## src/rtl/cs_window_filter.sv

```systemverilog
// Sliding-window CS filter: keeps the last WIN accepted samples and emits
// Y = (sum + WIN*Xappr) >> SHIFT two edges after each qualifying sample.
module cs_window_filter #(
  parameter int DW    = 8,
  parameter int WIN   = 9,
  parameter int SHIFT = 3,
  parameter int YW    = 10
) (
  input  logic          clk,
  input  logic          reset,
  input  logic          in_valid,
  input  logic [DW-1:0] X,
  input  logic          mode,
  input  logic          flush,
  output logic          out_valid,
  output logic [YW-1:0] Y,
  output logic          win_full
);

  localparam int SW = DW + $clog2(WIN);
  localparam int CW = $clog2(WIN + 1);
  localparam logic [CW-1:0] LP_WIN    = CW'(WIN);
  localparam logic [CW-1:0] LP_WIN_M1 = CW'(WIN - 1);
  localparam logic [CW-1:0] LP_ONE    = CW'(1);
  localparam logic [SW-1:0] LP_WIN_S  = SW'(WIN);
  localparam logic [SW:0]   LP_WIN_T  = (SW+1)'(WIN);

  // Stage 1: window, running sum, fill count
  logic [DW-1:0] r_win [WIN];
  logic [SW-1:0] r_sum;
  logic [CW-1:0] r_count;
  logic          r_s1_valid;
  logic          r_s1_mode;

  // Stage 2: selected approximation captured with its sum
  logic          r_s2_valid;
  logic [SW-1:0] r_s2_sum;
  logic [DW-1:0] r_s2_xappr;

  logic [SW-1:0] w_x_ext;
  logic [SW-1:0] w_old_ext;
  logic [DW-1:0] w_xappr;
  logic          w_found;
  logic          w_qual;
  logic [SW-1:0] w_prod;
  logic [SW:0]   w_total;

  assign w_x_ext   = SW'(X);
  assign w_old_ext = SW'(r_win[WIN-1]);
  assign win_full  = (r_count == LP_WIN);

  // The sum wraps harmlessly in SW bits: X - oldest always lands in range.
  always_ff @(posedge clk or posedge reset) begin
    if (reset) begin
      for (int i = 0; i < WIN; i++) r_win[i] <= '0;
      r_sum      <= '0;
      r_count    <= '0;
      r_s1_valid <= 1'b0;
      r_s1_mode  <= 1'b0;
    end else if (flush) begin
      for (int i = 1; i < WIN; i++) r_win[i] <= '0;
      r_win[0]   <= in_valid ? X : '0;
      r_sum      <= in_valid ? w_x_ext : '0;
      r_count    <= in_valid ? LP_ONE : '0;
      r_s1_valid <= 1'b0;
      r_s1_mode  <= mode;
    end else if (in_valid) begin
      for (int i = 1; i < WIN; i++) r_win[i] <= r_win[i-1];
      r_win[0]   <= X;
      r_sum      <= r_sum + w_x_ext - w_old_ext;
      if (r_count != LP_WIN) r_count <= r_count + LP_ONE;
      r_s1_valid <= (r_count >= LP_WIN_M1);
      r_s1_mode  <= mode;
    end else begin
      r_s1_valid <= 1'b0;
    end
  end

  // Divider-free average test: Xi*WIN compared against the sum directly.
  always_comb begin
    w_xappr = '0;
    w_found = 1'b0;
    w_qual  = 1'b0;
    w_prod  = '0;
    for (int i = 0; i < WIN; i++) begin
      w_prod = SW'(r_win[i]) * LP_WIN_S;
      w_qual = r_s1_mode ? (w_prod >= r_sum) : (w_prod <= r_sum);
      if (w_qual && (!w_found ||
          (r_s1_mode ? (r_win[i] < w_xappr) : (r_win[i] > w_xappr)))) begin
        w_xappr = r_win[i];
        w_found = 1'b1;
      end
    end
  end

  always_ff @(posedge clk or posedge reset) begin
    if (reset) begin
      r_s2_valid <= 1'b0;
      r_s2_sum   <= '0;
      r_s2_xappr <= '0;
    end else if (flush) begin
      r_s2_valid <= 1'b0;
    end else begin
      r_s2_valid <= r_s1_valid;
      if (r_s1_valid) begin
        r_s2_sum   <= r_sum;
        r_s2_xappr <= w_xappr;
      end
    end
  end

  assign w_total = {1'b0, r_s2_sum} + ((SW+1)'(r_s2_xappr) * LP_WIN_T);

  always_ff @(posedge clk or posedge reset) begin
    if (reset) begin
      out_valid <= 1'b0;
      Y         <= '0;
    end else if (flush) begin
      out_valid <= 1'b0;
    end else begin
      out_valid <= r_s2_valid;
      if (r_s2_valid) Y <= YW'(w_total >> SHIFT);
    end
  end

endmodule

```

## config.mk

```make
export PLATFORM = sky130hd
export DESIGN_NAME = cs_window_filter
export DESIGN_NICKNAME = d
export VERILOG_FILES = /design/src/rtl/cs_window_filter.sv
export SDC_FILE = /design/constraint.sdc
export NUM_CORES = 1
export LEC_CHECK = 0
export ABC_CLOCK_PERIOD_IN_PS = 50400
export CORE_ASPECT_RATIO = 1.25
export CORE_UTILIZATION = 59
export DETAILED_ROUTE_END_ITERATION = 10
export PLACE_DENSITY = 0.87
export SYNTH_ARGS = -nofsm -noshare
export SYNTH_HDL_FRONTEND = slang
export SYNTH_SLANG_ARGS = --single-unit
```

## constraint.sdc

```tcl
create_clock -name clk -period 50.4 [get_ports clk]
set_input_delay 10.08 -clock clk [delete_from_list [all_inputs] [get_ports clk]]
set_output_delay 10.08 -clock clk [all_outputs]
set_load 0.005 [all_outputs]
```

---- Yosys cells after proc, flatten, opt, wreduce, memory -nomap -nowiden ----
Index checks and enable logic that the tools add are counted.
storage, ports and cells
  word-level logic and storage cells ...... 149
  bits of input ports ..................... 13
  output and inout port bits .............. 12
  register bits ........................... 122
cells by class
  $mul .................................... 10
  $lt $le $gt $ge ......................... 35
  equality and inequality tests ........... 2
  bitwise logic cells ..................... 1
  add/subtract/negate cells ............... 4
  reductions and logical operators ........ 29
  mux-type cells .......................... 50
operators by type and width
  cell                                               count
  2-to-1 mux 72 bit                                  2
  multiplier 8 x 4 -> 12 bit, second input constant  10
  >= comparator 12 bit                               9
  less-or-equal comparator 12 bit                    9
  2-to-1 mux 8 bit                                   11
  greater-than comparator 8 bit                      8
  less-than comparator 8 bit                         8
  2-to-1 mux 1 bit                                   32
  2-to-1 mux 12 bit                                  2
  adder 12 x 12 -> 13 bit                            1
  adder 12 x 8 -> 12 bit                             1
  2-to-1 mux 4 bit                                   3
  subtractor 12 x 8 -> 12 bit                        1
  logical AND 1 bit                                  8
  zero test 1 bit                                    8
  logical OR 1 bit                                   8
  AND reduction 2 bit                                3
  adder 4 x 1 -> 4 bit, second input constant        1
  == test 4 bit, second input constant               1
  >= comparator 4 bit, second input constant         1
  != test 4 bit, second input constant               1
  nonzero test 2 bit                                 2
  inverter 1 bit                                     1

---- Logic depth before layout (Yosys ltp) ----
  depth in word-level cells ............... 44
  mapped depth ............................ 107
  gate-level depth less buffers ........... 97

---- Worst setup path before layout ----
No wires, ideal clock.
  kind .................................... register -> register
  start point ............................. register r_win[65] (netlist name)
  end point ............................... register r_s2_xappr[0]
  clock period less this slack ............ 18616 ps
  cell stages (with the launch flop) ...... 102
  data required time ...................... 50333 ps
  library setup time ...................... 67 ps
  setup slack ............................. 31784 ps
  path buffers ............................ 10
  arrival time ............................ 18550 ps
  path through ............................ dfrtp_1 > ha_1 > ha_1 > inv_1 > fa_1 > inv_1 > a21oi_1 > o21ai_0 > a21o_1 > nand2_1 > xnor2_1 > ha_1 > a21oi_1 > nand2_1 > a21o_1 > o311a_1 > nor2_1 > clkbuf_1 > [... 66 more ...] > a31o_1 > buf_6 > nor2b_4 > buf_6 > or3_1 > buf_2 > o221a_1 > ha_1 > a21o_1 > a21o_1 > a21oi_1 > o21ai_0 > mux2i_1 > a41o_1 > clkbuf_1 > and2_1 > nor4b_4 > a221o_1
on the way
  word-level cells in the longest chain between the ends .. 44
  elaborated cells on any way between the ends .. 69
  those cells by class .................... 1 x mul; 18 x order compare; 26 x mux; 24 x reduce/logical
ends and longest elaborated chain
  element                                                                             RTL line  text
  start, declared                                                                     29        logic [DW-1:0] r_win [WIN];
  multiplier 8 x 4 -> 12 bit                                                          86        w_prod = SW'(r_win[i]) * LP_WIN_S;
  less-or-equal comparator 12 bit / >= comparator 12 bit (equally long branches)      87        w_qual = r_s1_mode ? (w_prod >= r_sum) : (w_prod <= r_sum);
  2-to-1 mux 1 bit                                                                    87
  2-to-1 mux 8 bit                                                                    88        if (w_qual && (!w_found ||
  greater-than comparator 8 bit / less-than comparator 8 bit (equally long branches)  89        (r_s1_mode ? (r_win[i] < w_xappr) : (r_win[i] > w_xappr)))) begin
  2-to-1 mux 1 bit                                                                    89
  logical OR 1 bit                                                                    88
  logical AND 1 bit                                                                   88
  [... 28 more ...]                                                                   --
  logical OR 1 bit                                                                    88
  logical AND 1 bit                                                                   88
  2-to-1 mux 8 bit                                                                    88
  greater-than comparator 8 bit / less-than comparator 8 bit (equally long branches)  89
  2-to-1 mux 1 bit                                                                    89
  logical OR 1 bit                                                                    88
  logical AND 1 bit                                                                   88
  2-to-1 mux 8 bit (*)                                                                88
  end signal, assigned                                                                107       r_s2_xappr <= w_xappr;
  end, declared                                                                       38        logic [DW-1:0] r_s2_xappr;
Every way passes the cells marked *; elsewhere a longest branch is shown, timed or not.
A chain may end at the register's enable or synchronous reset.

---- Worst setup path in the final report ----
Ends and elaborated chain as after synthesis.

==> out/qor.txt <==
Status: finished clean
Design Power: 587.2 µW
Setup violators final: 0
Post-synth EDFFs: 0
Synthesized area: 13950 µm²
Startpoint Class: register
CP endpoint kind: register
Worst-margin pin slew: 1.182 ns
Vias in the first global route: 12.25k
Ys async rst share: 100.0%
DR vias: 12.12k
Final Cycle Share: 43.50%
CP max FO: 19
Share of post-route cells with drive strength above 1: 4.699%
Worst Setup EP: r_s2_xappr[0]
Area contributors post-synth: ha_1 27%, dfrtp_1 22%, mux2i_1 6.2%, inv_1 4.2%, a21oi_1 3.5%
Nets: 1915
Sink Count: 122
Unrepaired setup endpoints after global routing: no
Post-CTS setup buffers: 0
Via/cell ratio: 6.431
P_leak: 7.866 nW
IO Pins: 25
Area Overhead vs Synth: 7.776%
Fin worst setup slack: 28.48 ns
Core Region: 23120 µm²
Synth Area in Adders: 29.79%
Most frequent cell after synthesis: ha_1
Area post-placement: 14420 µm²
# port buffers: 24
Die outline height: 173.9 µm
Leading post-synthesis cells by instance count: 297 x ha_1, 156 x inv_1, 122 x dfrtp_1, 113 x nor2_1, 104 x nand2_1
Mapped Cells: 1578
Inserted Diodes: 0
Met2 wire length: 18330 µm
R2R setup slack: 28.48 ns
Drt pass-1 iters: 5
Die area: 24270 µm²
Gr usage total: 33.20%
Routed Wire Length: 38650 µm
Syn avg cell area: 8.841 µm²
Crit Path Category: reg -> reg
Metal-1 WL: 14970 µm
Slowest cell on the critical path: a21oi_2
Worst Path Required: 50.77 ns
Synth Area in Simple Gates: 13.64%
Bufs on Longest Clock Path: 2
Setup TNS Final: 0 ns
Die W: 139.5 µm
Largest net degree at the start of global routing: 85
First-pass GRT wire length: 62460 µm
CTS H-tree depth: 4
Synth Area in Compound Gates: 17.60%
Worst Hold Class: reg -> reg
Placement Setup Slack: 28.94 ns
Num CTS Buffers: 17
Final Slew Violations: 0
Worst r2r path cells: 93
Clk root buf: clkbuf_16
Resize count post-CTS: 0
Worst R2R End: r_s2_xappr[0]
Mux cell area share after synthesis: 7.300%
Wire length per cell: 20.51 µm
Post-detail-place hpwl: 27810 µm
Final instance area: 15040 µm²
RD Place Congestion: 0.9801
Grt ovf: 0
Arrival @ worst endpoint: 22.29 ns
PD cells: 39.05 nW/µm²
Clock transition at the registers of the reported paths: 0.06 ns
First DRT Iteration DRCs: 912
Initial antenna violation count: 0
Worst-Skew Late Latency: 0.44 ns
Uppermost routed layer: met4
Final Core Density: 65.04%
Area share of the largest cell type after synthesis: 26.64%
CTS tree: yes
Worst slew margin: 21.17%
Netlist cell types: 72
Num rows: 62
Sequential share of the synthesized area: 21.88%
Crit path from: r_win[65]
Crit-path most repeated cell: o21ai_0
Max incr delay on CP: 0.88 ns
Antenna viol nets, final: 0
Worst vdd ir: 0.02770 mV
Ys flop type: dfrtp_1
Max-cap viol count: 0
Xor-xnor portion of the synthesized cell area: 3.955%
DRC viols: 0
Final hold violations: 0
Yosys top cell by area: ha_1
WL met3: 2328 µm
Initial Util: 60.35%
Skew final: 0.008335 ns
R2R Path Start: r_win[65]
#FFs+latches synth: 122
Net Count, Synth: 1910
Syn. warnings: 0
CTS Hold Bufs: 0
Final min period: 21.92 ns
Largest family of logic cells by synthesized area: adder cells
Fmax: 45.61 MHz
routing by layer:
layer | vias to the layer above | global-route usage, %
li1 | 5689 | -
met1 | 5746 | 37.36
met2 | 492 | 56.07
met3 | 189 | 5.482
met4 | 0 | 25.96
met5 | - | 0
flip-flops by register name, summed over array words and instances, names as in the netlist:
signal      count
r_win          72
r_s2_sum       12
Y              10
r_sum          12
r_s2_valid      1
r_s2_xappr      8
r_s1_mode       1
r_count         4
out_valid       1
r_s1_valid      1
cells by family (layout without fill, tap and decap cells):
kind of cell / Yosys count / after routing
adder cells (fa/ha/maj): 319 / 319
AO/OA/AOI/OAI: 375 / 375
multiplexers: 100 / 100
AND/OR/NAND/NOR: 391 / 391
XOR/XNOR: 63 / 63
flip-flops: 122 / 122
buffers and inverters: 208 / 226
report_power, final:
group          internal (mW)  total [mW]  switching, mW
Combinational          0.136       0.347          0.212
Clock                 0.0808       0.129         0.0487
Sequential             0.103       0.110        0.00731
worst max-delay path: cells and delay by family (launching register included):
kind / cells / cell delay (ns)
and+or+nand+nor: 26 / 4.99
xor gates and xnor gates: 1 / 0.14
DFF: 1 / 0.46
muxes: 7 / 1.77
buffers and inverters: 4 / 0.30
adders and majority gates: 12 / 3.31
AOI/OAI and AO/OA: 43 / 10.83
placed cells by master, fill, tap and decap left out, types with 13 or more instances in the layout:
cell type | Yosys | routed
a21o_1 | 45 | 45
a21oi_1 | 97 | 97
a31oi_1 | 17 | 17
buf_4 | 1 | 13
clkbuf_16 | 0 | 17
clkdlybuf4s50_1 | 0 | 22
dfrtp_1 | 122 | 122
fa_1 | 22 | 22
ha_1 | 297 | 297
inv_1 | 156 | 155
mux2_2 | 14 | 14
mux2i_1 | 86 | 86
nand2_1 | 104 | 104
nand2b_1 | 16 | 16
nand3_1 | 36 | 36
nand4_1 | 40 | 40
nor2_1 | 113 | 113
nor2b_1 | 20 | 20
nor3_1 | 15 | 15
o211ai_1 | 24 | 24
o21ai_0 | 79 | 79
o21bai_1 | 21 | 21
xnor2_1 | 48 | 48
xor2_1 | 15 | 15
worst min path at each step:
| stage | startpoint | end | cells after the start | slack, ns |
|---|---|---|---|---|
| floorplan | r_s2_sum[0] | r_s2_sum[0] | 2 | 0.45 |
| finish | Y[9] | Y[9] | 2 | 0.48 |
| detailed placement | Y[2] | Y[2] | 2 | 0.47 |
| global route | Y[9] | Y[9] | 2 | 0.52 |
| CTS | Y[2] | Y[2] | 2 | 0.48 |
| global placement | Y[7] | Y[7] | 2 | 0.46 |
per-stage QoR:
step / hold slack [ns] / cells
after floorplan: 0.4502 / 1578
after global placement: 0.4614 / 1852
after detailed placement: 0.4692 / 1852
after CTS: 0.4826 / 1884
after global routing: 0.5164 / 1884
final: 0.4759 / 1884
cell type report:
class	instances	area, µm²
fill	1920	8082
timing repair buffer	36	322.8
clock buffer	20	456.7
inverter	158	595.6
multi-input combinational	1248	10080
sequential	122	3053
clock inverter	12	162.7
tap	288	360.3
No activity file was read; power rests on OpenSTA's default activity.
